`src/rtl/uart_core_param.sv`:
```
`timescale 1ns/1ps
// Parametrised UART: 16x baud tick generator, TX FIFO + serialiser, RX synchroniser,
// deserialiser and FIFO, with sticky parity/framing/overrun flags and false-start rejection.
module uart_core_param #(
    parameter int unsigned DATA_BITS  = 8,
    parameter int unsigned BAUDRATE   = 19200,
    parameter int unsigned FREQUENCY  = 100000000,
    parameter int unsigned PARITY     = 0,
    parameter int unsigned STOP_BITS  = 1,
    parameter int unsigned FIFO_DEPTH = 16
) (
    input  logic                 clock,
    input  logic                 reset,
    input  logic                 write_to_uart,
    input  logic [DATA_BITS-1:0] tx_data,
    output logic                 tx_full,
    output logic                 tx_busy,
    output logic                 tx,
    input  logic                 rx,
    input  logic                 read_from_uart,
    output logic [DATA_BITS-1:0] rx_data,
    output logic                 rx_data_present,
    output logic                 rx_full,
    output logic                 parity_error,
    output logic                 framing_error,
    output logic                 overrun_error,
    input  logic                 clear_errors
);

    localparam int unsigned DIV_RAW = FREQUENCY / (BAUDRATE * 16);
    localparam int unsigned DIV     = (DIV_RAW < 1) ? 1 : DIV_RAW;
    localparam int unsigned BAUD_W  = (DIV > 1) ? $clog2(DIV) : 1;
    localparam int unsigned AW      = $clog2(FIFO_DEPTH);
    localparam int unsigned PW      = AW + 1;
    localparam int unsigned CNT_W   = 4;

    typedef enum logic [2:0] {TX_IDLE, TX_START, TX_DATA, TX_PARITY, TX_STOP} tx_state_t;
    typedef enum logic [2:0] {RX_IDLE, RX_START, RX_DATA, RX_PARITY, RX_STOP} rx_state_t;

    // Baud tick generator
    logic [BAUD_W-1:0] baud_cnt;
    logic              tick_c;

    assign tick_c = (baud_cnt == BAUD_W'(DIV - 1));

    always_ff @(posedge clock) begin
        if (reset || tick_c) baud_cnt <= '0;
        else                 baud_cnt <= BAUD_W'(baud_cnt + 1'b1);
    end

    // TX FIFO
    logic [DATA_BITS-1:0] tx_mem [FIFO_DEPTH];
    logic [PW-1:0]        tx_wr, tx_rd;
    logic                 tx_empty_c, tx_push_c, tx_pop_c;
    logic [DATA_BITS-1:0] tx_head_c;

    assign tx_empty_c = (tx_wr == tx_rd);
    assign tx_full    = (tx_wr[AW] != tx_rd[AW]) && (tx_wr[AW-1:0] == tx_rd[AW-1:0]);
    assign tx_push_c  = write_to_uart && !tx_full;
    assign tx_head_c  = tx_mem[tx_rd[AW-1:0]];

    always_ff @(posedge clock) begin
        if (tx_push_c) tx_mem[tx_wr[AW-1:0]] <= tx_data;
    end

    // TX serialiser
    tx_state_t            tx_state, tx_state_next;
    logic [CNT_W-1:0]     tx_tick_cnt, tx_bit_cnt;
    logic [DATA_BITS-1:0] tx_shift;
    logic                 tx_par, tx_line_c, tx_bit_end_c;

    assign tx_bit_end_c = tick_c && (tx_tick_cnt == 4'd15);
    assign tx_busy      = (tx_state != TX_IDLE) || !tx_empty_c;

    always_ff @(posedge clock) begin
        if (reset) tx_state <= TX_IDLE;
        else       tx_state <= tx_state_next;
    end

    always_comb begin
        tx_state_next = tx_state;
        tx_pop_c      = 1'b0;
        tx_line_c     = 1'b1;
        case (tx_state)
            TX_IDLE: begin
                if (tick_c && !tx_empty_c) begin
                    tx_state_next = TX_START;
                    tx_pop_c      = 1'b1;
                end
            end
            TX_START: begin
                tx_line_c = 1'b0;
                if (tx_bit_end_c) tx_state_next = TX_DATA;
            end
            TX_DATA: begin
                tx_line_c = tx_shift[0];
                if (tx_bit_end_c && tx_bit_cnt == CNT_W'(DATA_BITS - 1))
                    tx_state_next = (PARITY != 0) ? TX_PARITY : TX_STOP;
            end
            TX_PARITY: begin
                tx_line_c = tx_par;
                if (tx_bit_end_c) tx_state_next = TX_STOP;
            end
            TX_STOP: begin
                // Chain straight into the next frame so there is no idle gap
                if (tx_bit_end_c && tx_bit_cnt == CNT_W'(STOP_BITS - 1)) begin
                    if (!tx_empty_c) begin
                        tx_state_next = TX_START;
                        tx_pop_c      = 1'b1;
                    end else begin
                        tx_state_next = TX_IDLE;
                    end
                end
            end
            default: tx_state_next = TX_IDLE;
        endcase
    end

    always_ff @(posedge clock) begin
        if (reset) begin
            tx_wr       <= '0;
            tx_rd       <= '0;
            tx_tick_cnt <= '0;
            tx_bit_cnt  <= '0;
            tx_shift    <= '0;
            tx_par      <= 1'b0;
            tx          <= 1'b1;
        end else begin
            tx <= tx_line_c;
            if (tx_push_c) tx_wr <= PW'(tx_wr + 1'b1);
            if (tx_pop_c) begin
                tx_rd    <= PW'(tx_rd + 1'b1);
                tx_shift <= tx_head_c;
                tx_par   <= (PARITY == 1) ? ~(^tx_head_c) : (^tx_head_c);
            end
            if (tx_state_next != tx_state) begin
                tx_tick_cnt <= '0;
                tx_bit_cnt  <= '0;
            end else if (tick_c) begin
                tx_tick_cnt <= CNT_W'(tx_tick_cnt + 1'b1);
                if (tx_tick_cnt == 4'd15) begin
                    tx_bit_cnt <= CNT_W'(tx_bit_cnt + 1'b1);
                    if (tx_state == TX_DATA) tx_shift <= {1'b0, tx_shift[DATA_BITS-1:1]};
                end
            end
        end
    end

    // RX synchroniser; rx_prev gives the falling-edge detector its history
    logic rx_meta, rx_sync, rx_prev;

    always_ff @(posedge clock) begin
        if (reset) begin
            rx_meta <= 1'b1;
            rx_sync <= 1'b1;
            rx_prev <= 1'b1;
        end else begin
            rx_meta <= rx;
            rx_sync <= rx_meta;
            rx_prev <= rx_sync;
        end
    end

    // RX deserialiser
    rx_state_t            rx_state, rx_state_next;
    logic [CNT_W-1:0]     rx_tick_cnt, rx_bit_cnt;
    logic [DATA_BITS-1:0] rx_shift;
    logic                 rx_par, rx_sample_c, rx_done_c, par_bad_c;

    assign rx_sample_c = tick_c && (rx_tick_cnt == ((rx_state == RX_START) ? 4'd7 : 4'd15));

    always_ff @(posedge clock) begin
        if (reset) rx_state <= RX_IDLE;
        else       rx_state <= rx_state_next;
    end

    always_comb begin
        rx_state_next = rx_state;
        rx_done_c     = 1'b0;
        case (rx_state)
            RX_IDLE: begin
                if (rx_prev && !rx_sync) rx_state_next = RX_START;
            end
            RX_START: begin
                if (rx_sample_c) rx_state_next = rx_sync ? RX_IDLE : RX_DATA;
            end
            RX_DATA: begin
                if (rx_sample_c && rx_bit_cnt == CNT_W'(DATA_BITS - 1))
                    rx_state_next = (PARITY != 0) ? RX_PARITY : RX_STOP;
            end
            RX_PARITY: begin
                if (rx_sample_c) rx_state_next = RX_STOP;
            end
            RX_STOP: begin
                if (rx_sample_c) begin
                    rx_state_next = RX_IDLE;
                    rx_done_c     = 1'b1;
                end
            end
            default: rx_state_next = RX_IDLE;
        endcase
    end

    always_comb begin
        par_bad_c = 1'b0;
        if (PARITY == 1)      par_bad_c = ~(^{rx_par, rx_shift});
        else if (PARITY == 2) par_bad_c = ^{rx_par, rx_shift};
    end

    always_ff @(posedge clock) begin
        if (reset) begin
            rx_tick_cnt <= '0;
            rx_bit_cnt  <= '0;
            rx_shift    <= '0;
            rx_par      <= 1'b0;
        end else begin
            if (rx_sample_c && rx_state == RX_DATA) rx_shift <= {rx_sync, rx_shift[DATA_BITS-1:1]};
            if (rx_sample_c && rx_state == RX_PARITY) rx_par <= rx_sync;
            if (rx_state_next != rx_state) begin
                rx_tick_cnt <= '0;
                rx_bit_cnt  <= '0;
            end else if (tick_c) begin
                rx_tick_cnt <= CNT_W'(rx_tick_cnt + 1'b1);
                if (rx_sample_c) rx_bit_cnt <= CNT_W'(rx_bit_cnt + 1'b1);
            end
        end
    end

    // Frame completion: framing beats parity, overrun only for otherwise good words
    logic good_c, set_frame_c, set_par_c, set_over_c, rx_push_c, rx_pop_c;

    assign set_frame_c = rx_done_c && !rx_sync;
    assign set_par_c   = rx_done_c && rx_sync && par_bad_c;
    assign good_c      = rx_done_c && rx_sync && !par_bad_c;
    assign rx_pop_c    = read_from_uart && rx_data_present;
    assign rx_push_c   = good_c && (!rx_full || read_from_uart);
    assign set_over_c  = good_c && rx_full && !read_from_uart;

    // RX FIFO, first-word fall-through
    logic [DATA_BITS-1:0] rx_mem [FIFO_DEPTH];
    logic [PW-1:0]        rx_wr, rx_rd;

    assign rx_data_present = (rx_wr != rx_rd);
    assign rx_full         = (rx_wr[AW] != rx_rd[AW]) && (rx_wr[AW-1:0] == rx_rd[AW-1:0]);
    assign rx_data         = rx_mem[rx_rd[AW-1:0]];

    always_ff @(posedge clock) begin
        if (reset) begin
            rx_wr <= '0;
            rx_rd <= '0;
            for (int i = 0; i < int'(FIFO_DEPTH); i++) rx_mem[i] <= '0;
        end else begin
            if (rx_push_c) begin
                rx_mem[rx_wr[AW-1:0]] <= rx_shift;
                rx_wr                 <= PW'(rx_wr + 1'b1);
            end
            if (rx_pop_c) rx_rd <= PW'(rx_rd + 1'b1);
        end
    end

    // Sticky flags; a new error in the clearing cycle wins
    always_ff @(posedge clock) begin
        if (reset) begin
            parity_error  <= 1'b0;
            framing_error <= 1'b0;
            overrun_error <= 1'b0;
        end else begin
            parity_error  <= set_par_c   | (parity_error  & ~clear_errors);
            framing_error <= set_frame_c | (framing_error & ~clear_errors);
            overrun_error <= set_over_c  | (overrun_error & ~clear_errors);
        end
    end

endmodule
```
`config.mk`:
```
export PLATFORM = sky130hd
export DESIGN_NAME = uart_core_param
export DESIGN_NICKNAME = d
export VERILOG_FILES = /design/src/rtl/uart_core_param.sv
export SDC_FILE = /design/constraint.sdc
export NUM_CORES = 1
export LEC_CHECK = 0
export BUFFER_PORTS_ARGS = -buffer_cell sky130_fd_sc_hd__buf_4
export CELL_PAD_IN_SITES_DETAIL_PLACEMENT = 0
export CELL_PAD_IN_SITES_GLOBAL_PLACEMENT = 2
export CORE_MARGIN = 10
export CORE_UTILIZATION = 45
export DETAILED_ROUTE_END_ITERATION = 8
export GPL_TIMING_DRIVEN = 0
export PLACE_DENSITY_LB_ADDON = 0.1
export SLEW_MARGIN = 10
export SYNTH_ARGS = -nofsm -noshare
export SYNTH_HDL_FRONTEND = slang
export SYNTH_SLANG_ARGS = --single-unit
```
`constraint.sdc`:
```
create_clock -name clock -period 3.4 [get_ports clock]
set_input_delay 0 -clock clock [delete_from_list [all_inputs] [get_ports clock]]
set_output_delay 0 -clock clock [all_outputs]
set_load 0.01 [all_outputs]
```
==> results.ini, run 1 <==
[run_status]
status=complete, no violations

[worst_setup_path]
max_stage_delay_ns=0.56
crit_fanout=9
cp-end-kind=flop
startpoint_type=flop
criticalPathCategory=reg2reg
worstPathArrival_ns=3.50
reg2reg_from=baud_cnt[3]
cp.required_ns=3.60
r2r-end=rx_mem[0][6]
rr_worst_depth=8
crit_chain=or4b_1 > or2_0 > buf_6 > nor3_4 > nor3b_4 > nand3b_1 > nor2_2 > or2_2
r2r_slack_ns=0.1
crit_path_top_delay_cell=or4b_1

[routing]
drtIter0Drc=418
drc=0
avgRoutedWirePerCell_um=20.69
first_pass_iters=4
avgViaCountPerCell=5.184
via_count=7729
final_antenna_net_count=0
wl_um=30850

[sta]
fin_hold_ws_ns=0.1467
fin_tns_setup_ns=0
max_slew_margin_pct=41.19
worstMarginPinSlew_ns=0.8822
fmax_mhz=303.0
rsz0062_at_grt=yes
period_share_pct=97.08
setup_viol=0
fin_crit_ns=3.301
skew_ns=0.01710
hold_viol=0
drv_slew=0
finalWorstSetupSlack_ns=0.09931

[die]
initial_core_util_pct=45.66
num_rows=65
io-pin-count=30
core-area_mm2=0.03156
fp.dieH_um=198.9
die_width_um=198.9
dieArea_mm2=0.03957

[logic_synthesis]
synth_edf_count=256
syn-instance-count=977
ys_warn_count=0
synth_top_area_share_pct=53.36
syn_area_per_cell_um2=14.75
ys_seq_area_share_pct=64.89
synth_area_leaders=edfxtp_1 53%, dfxtp_1 12%, mux4_2 11%, and2_1 5.7%, nor2_1 2.8%
synth_seq_cells=339
synth.most_common_cell=edfxtp_1
ys_types=46
netlist_area_mm2=0.01441
syn_nets=1008
synthArstFlopShare_pct=0
synthFlopType=edfxtp_1
yosys-top-cells-count=256 x edfxtp_1, 131 x and2_1, 109 x nor2_1
yosys.area.top_type=edfxtp_1

[clocking]
numCtsBuffers=38
clock_latency_ns=0.53
clock-sinks=339
htreeDepth=2
root_buffer=clkbuf_16
clk_path_buf_depth=3
path_clk_slew_ns=0.05
cts_tree=built

[grt]
antenna_found_initial=0
grt_pass1_wl_um=48610
grt_pass1_vias=8037
grt-ovfl-total=0
grt_use_total_pct=16.14
grt_start_max_net_pins=17

[finish]
diodes=0
area_growth_pct=14.83
stdcell_count=1491
ff_latch_area_mm2=0.009349
multi_input_comb_area_mm2=0.004891
n_fill_cell=2721
fin_nets=1091
post-route-util_pct=52.43
drive_gt1_share_pct=19.56

[worst_hold_path]
min_path_type=in2reg
worstHoldPathCells=5
min_from=write_to_uart
min_to=tx_wr[0]

[place]
portBuffers=29
place_hpwl_um=20740
numPlacedInstances=1408
place.gp.congestion=0.7857
place_worst_setup_slack_ns=-0.1409

[pwr]
power_density_mw_per_mm2=529.3
ir_drop_v=0.0003698
leakage_nw=5.506

[run]
drv_cap=0

==> placed cells by master (no fill, tap or decap), types with 7 or more instances in the layout <==
master           n
a211oi_1        10
a21oi_1         10
a22oi_1         17
and2_1         131
buf_2            7
buf_4           32
clkbuf_1        43
clkbuf_16       38
clkinv_1         7
clkinv_2         7
dfxtp_1         83
dlygate4sd3_1   11
edfxtp_1       256
ha_1            17
inv_1           14
mux2i_1         19
mux4_2          72
nand2_1         38
nand3_1          7
nand3b_1         9
nand4_1         15
nor2_1          96
nor2_4           8
or2_2           19
xnor2_1         27
xor2_1          26
==> worst max path at each step <==
stage                            from             to  slack (ns)  cells past startpoint
final                     baud_cnt[3]   rx_mem[0][6]         0.1                      8
after global routing      baud_cnt[2]  rx_mem[12][2]       -0.07                      8
after detailed placement  baud_cnt[3]  rx_mem[12][4]       -0.14                      8
after CTS                 baud_cnt[3]  rx_mem[13][7]        0.01                      8
after floorplan           baud_cnt[3]  rx_mem[15][0]        0.61                      8
after global placement    baud_cnt[3]  rx_mem[12][4]       -0.11                      8
==> flip-flops by register name, summed over array words and instances, names as in the netlist, named ones only <==
name           flops
rx_mem           128
tx_mem           128
baud_cnt           9
rx_shift           8
tx_shift           8
rx_rd              5
rx_wr              5
tx_rd              5
tx_wr              5
rx_bit_cnt         4
rx_tick_cnt        4
tx_bit_cnt         4
tx_tick_cnt        4
rx_state           3
tx_state           3
framing_error      1
overrun_error      1
parity_error       1
rx_meta            1
rx_prev            1
rx_sync            1
tx                 1
tx_par             1
==> per-layer routing <==
layer | GRT usage [%] | routed length, µm | share of wire [%]
met3 | 2.281 | 1096 | 3.6
met2 | 27.13 | 15410 | 50
met4 | 5.086 | 751 | 2.4
met5 | 0 | 0 | 0
met1 | 21.17 | 13590 | 44
==> through the flow <==
stage / area, µm² / total power (W)
finish: 16540 / 0.008757
global route: 16540 / 0.009063
CTS: 16470 / 0.008853
detailed placement: 15140 / 0.004955
global placement: 15130 / 0.004951
floorplan: 14410 / 0.004820
==> power by group <==
group | switching [W] | total, W | internal [W] | leakage [nW]
combinational | 0.000174 | 0.000289 | 0.000115 | 1.88
sequential | 0.0000338 | 0.00458 | 0.00455 | 3.04
clock | 0.00161 | 0.00389 | 0.00228 | 0.583
total | 0.00181 | 0.00876 | 0.00694 | 5.51
==> area by class of cell <==
| cell class | count | share of cell area, % |
|---|---|---|
| flip-flops and latches | 339 | 56.51 |
| multi-input cells | 573 | 29.56 |
| clock buffers | 50 | 6.201 |
| well taps | 402 | 3.040 |
| repair buffers | 43 | 2.118 |
| plain buffers | 51 | 1.316 |
| clock inverters | 19 | 0.9378 |
| inverters | 14 | 0.3176 |
==> worst max-delay path, delay by kind of cell (launching register included) <==
kind                   cells  cell delay (ns)
and+or+nand+nor            7             2.50
buffers and inverters      1             0.15
DFF                        1             0.33
==> cell families (layout without fill, tap and decap cells) <==
family | Yosys count | in the layout | share of synthesized area, %
AOI/OAI and AO/OA | 48 | 48 | 2.293
xor gates and xnor gates | 53 | 53 | 3.222
adders and majority gates | 17 | 17 | 1.476
buffers and inverters | 65 | 177 | 1.858
DFF | 339 | 339 | 64.89
muxes | 91 | 91 | 12.57
and+or+nand+nor | 364 | 364 | 13.69
==> what timing repair did <==
| item | 4_1_cts | 5_1_grt |
|---|---|---|
| setup endpoints to repair | 75 | 133 |
| pin swaps | 0 | 1 |
| endpoints found under the hold margin | 132 | 0 |
| setup buffers | 0 | 3 |
| resized for setup | 13 | 14 |
| gates cloned | 0 | 0 |
| hold buffers | 11 | 0 |
Power figures use the tool's default switching activity.
==> inputs of run 2 (changes only) <==
- ABC_AREA: unset -> 1
- CORE_ASPECT_RATIO: unset -> 1.25
- CORE_UTILIZATION: 45 -> 41
==> run 2 against run 1 <==
Effect of this change:
- clock skew increased by 0.0035 ns
- via count up 41%
- die area increased by 15%
- synthesized area increased by 6.1%
- critical path depth is 1 higher
- register-to-register slack better by 0.41 ns
- design area grew 5.0%
- combinational power grew 58%
- routed wire length grew 34%
- hold slack improved by 0.047 ns
==> results.ini, run 2 <==
[run_status]
status=complete, no violations

[clocking]
root_buffer=clkbuf_16
cts_tree=built
clk_path_buf_depth=3
numCtsBuffers=37
path_clk_slew_ns=0.06
htreeDepth=2
clock_latency_ns=0.53
cts_setup_buffers=0
cts_resized=0
clock-sinks=339

[logic_synthesis]
synth_mux_area_share_pct=2.225
synth-compound-area-share_pct=7.208
syn_nets=1618
synth_top_area_share_pct=50.27
ys_seq_area_share_pct=61.13
synth_edf_count=256
syn_area_per_cell_um2=9.637
synthArstFlopShare_pct=0
synthFlopType=edfxtp_1
synth.most_common_cell=nand2_1
synth_fa_ha_area_share_pct=1.391
yosys-top-cells-count=327 x nand2_1, 256 x edfxtp_1, 234 x nor2_1
ys_types=42
syn-instance-count=1587
netlist_area_mm2=0.01529
ys_warn_count=0
synth_seq_cells=339
synth_area_leaders=edfxtp_1 50%, dfxtp_1 11%, nand2_1 8.0%, nor2_1 5.7%, inv_1 4.3%
synth_xor_area_share_pct=1.031
yosys.area.top_type=edfxtp_1
synth_top_family_by_area=simple AND/OR/NAND/NOR gates
synth_simple_gate_area_share_pct=20.53

[worst_setup_path]
worst-path-buf-inv=4
reg2reg_from=baud_cnt[0]
crit_path_top_delay_cell=buf_1
r2r_slack_ns=0.51
rr_worst_depth=14
worstPathArrival_ns=3.04
cp.required_ns=3.40
startpoint_type=flop
crit_fanout=10
max_stage_delay_ns=0.70
r2r-end=rx_mem[11][2]
critical-path-top-delay-family=buffers and inverters
cp-end-kind=primary output
criticalPathCategory=reg2out
crit_chain=clkbuf_1 > buf_2 > buf_1 > a21oi_1 > o21ai_0 > o211ai_1 > nand3_1 > nand2_1 > buf_4

[routing]
first_pass_iters=5
via_count=10910
final_antenna_net_count=0
top_layer_used=met4
drc=0
avgViaCountPerCell=5.003
routed-wl-met2_um=22040
avgRoutedWirePerCell_um=18.99
wl_um=41430
drt-met1-wl_um=16630
drtIter0Drc=582
wl_met3_um=1615

[pwr]
power_density_mw_per_mm2=508.1
comb_power_share_pct=5.2
ir_drop_v=0.0003763
p_total_w=0.008829
p_sw_share_pct=21.99
p_clk_share_pct=43.0
leakage_nw=6.707
seqPwrFrac_pct=51.9
p_int_w=0.006888
p_sw_w=0.001941

[worst_hold_path]
min_path_type=in2reg
worstHoldPathCells=3
min_from=rx
min_to=rx_meta

[finish]
drive_gt1_share_pct=7.965
diodes=0
ff_latch_area_mm2=0.009349
final_cell_mix=327 x nand2_1, 256 x edfxtp_1, 233 x nor2_1
n_fill_cell=3603
area_growth_pct=13.62
final_common_cell=nand2_1
multi_input_comb_area_mm2=0.004955
post-route-util_pct=46.88
fin_nets=1699

[sta]
fmax_mhz=329.0
drv_slew=0
period_share_pct=89.39
finalWorstSetupSlack_ns=0.3607
hold_viol=0
worstMarginPinSlew_ns=1.173
setup_viol=0
rsz0062_at_grt=no
skew_ns=0.02057
max_slew_margin_pct=21.53
fin_tns_setup_ns=0
fin_crit_ns=3.039

[die]
core-area_mm2=0.03707
dieArea_mm2=0.04547
io-pin-count=30
num_rows=79
die_width_um=192.7
initial_core_util_pct=41.26
fp.dieH_um=235.9

[grt]
grt_use_total_pct=18.23
antenna_found_initial=0
grt-ovfl-total=0
grt_pass1_wl_um=63050
grt_start_max_net_pins=17
grt_pass1_vias=10730

[place]
place_worst_setup_slack_ns=0.1678
place_hpwl_um=28710
place.gp.congestion=0.8278
portBuffers=29

[run]
drv_cap=0

[run 2: cell type report]
cell class              count  area share [%]
clock inverters            15          0.5400
flip-flops and latches    339           53.80
inverters                 191           4.162
multi-input cells         990           28.51
plain buffers              67           1.548
repair buffers             42           2.002
well taps                 486           3.499
clock buffers              51           5.933
[run 2: worst register-to-register path: cells and delay by family (launching register included)]
family | cells | cell delay (ns)
adder cells (fa/ha/maj) | 1 | 0.17
buffers and inverters | 3 | 0.28
flip-flops | 1 | 0.33
AND/OR/NAND/NOR | 10 | 1.79
[run 2: how the worst max path moves through the flow]
stage / startpoint / slack [ns] / cells past startpoint / endpoint
global placement: baud_cnt[0] / 0.21 / 12 / rx_mem[15][5]
floorplan: baud_cnt[0] / 0.84 / 12 / rx_mem[15][0]
global route: flop / 0.24 / 9 / rx_data[1]
detailed placement: baud_cnt[0] / 0.17 / 12 / rx_mem[15][5]
CTS: baud_cnt[0] / 0.17 / 12 / rx_mem[15][5]
finish: flop / 0.36 / 9 / rx_data[1]
[run 2: cell families (layout without fill, tap and decap cells)]
kind of cell,Yosys count,count (layout)
muxes,34,34
and+or+nand+nor,723,723
buffers and inverters,258,366
adders and majority gates,17,17
xor gates and xnor gates,18,18
AOI/OAI and AO/OA,198,198
DFF,339,339
[run 2: layer usage]
layer,vias to the layer above,global-route usage [%]
met3,69,2.303
met1,5187,21.30
met5,-,0
met4,0,5.812
met2,230,33.39
li1,5425,-
[run 2: metrics by stage]
stage	cells	hold slack (ns)	area, µm²
after floorplan	1587	0.09887	15290
after global placement	2102	0.1865	16120
after detailed placement	2102	0.1901	16120
after CTS	2181	0.1682	17380
after global routing	2181	0.1902	17380
final	2181	0.1936	17380
[run 2: power groups by stage]
stage / clock network [W] / registers (W) / logic (W)
after floorplan: 0 / 0.00466 / 0.000264
after global placement: 0 / 0.00466 / 0.000448
after detailed placement: 0 / 0.00467 / 0.000453
after CTS: 0.00389 / 0.00458 / 0.000466
after global routing: 0.00404 / 0.00459 / 0.000504
final: 0.00379 / 0.00458 / 0.000457
[run 2: repair_timing]
action | 4_1_cts | 5_1_grt
endpoints found under the setup margin | 0 | 0
hold buffers | 13 | 0
endpoints found under the hold margin | 140 | 0
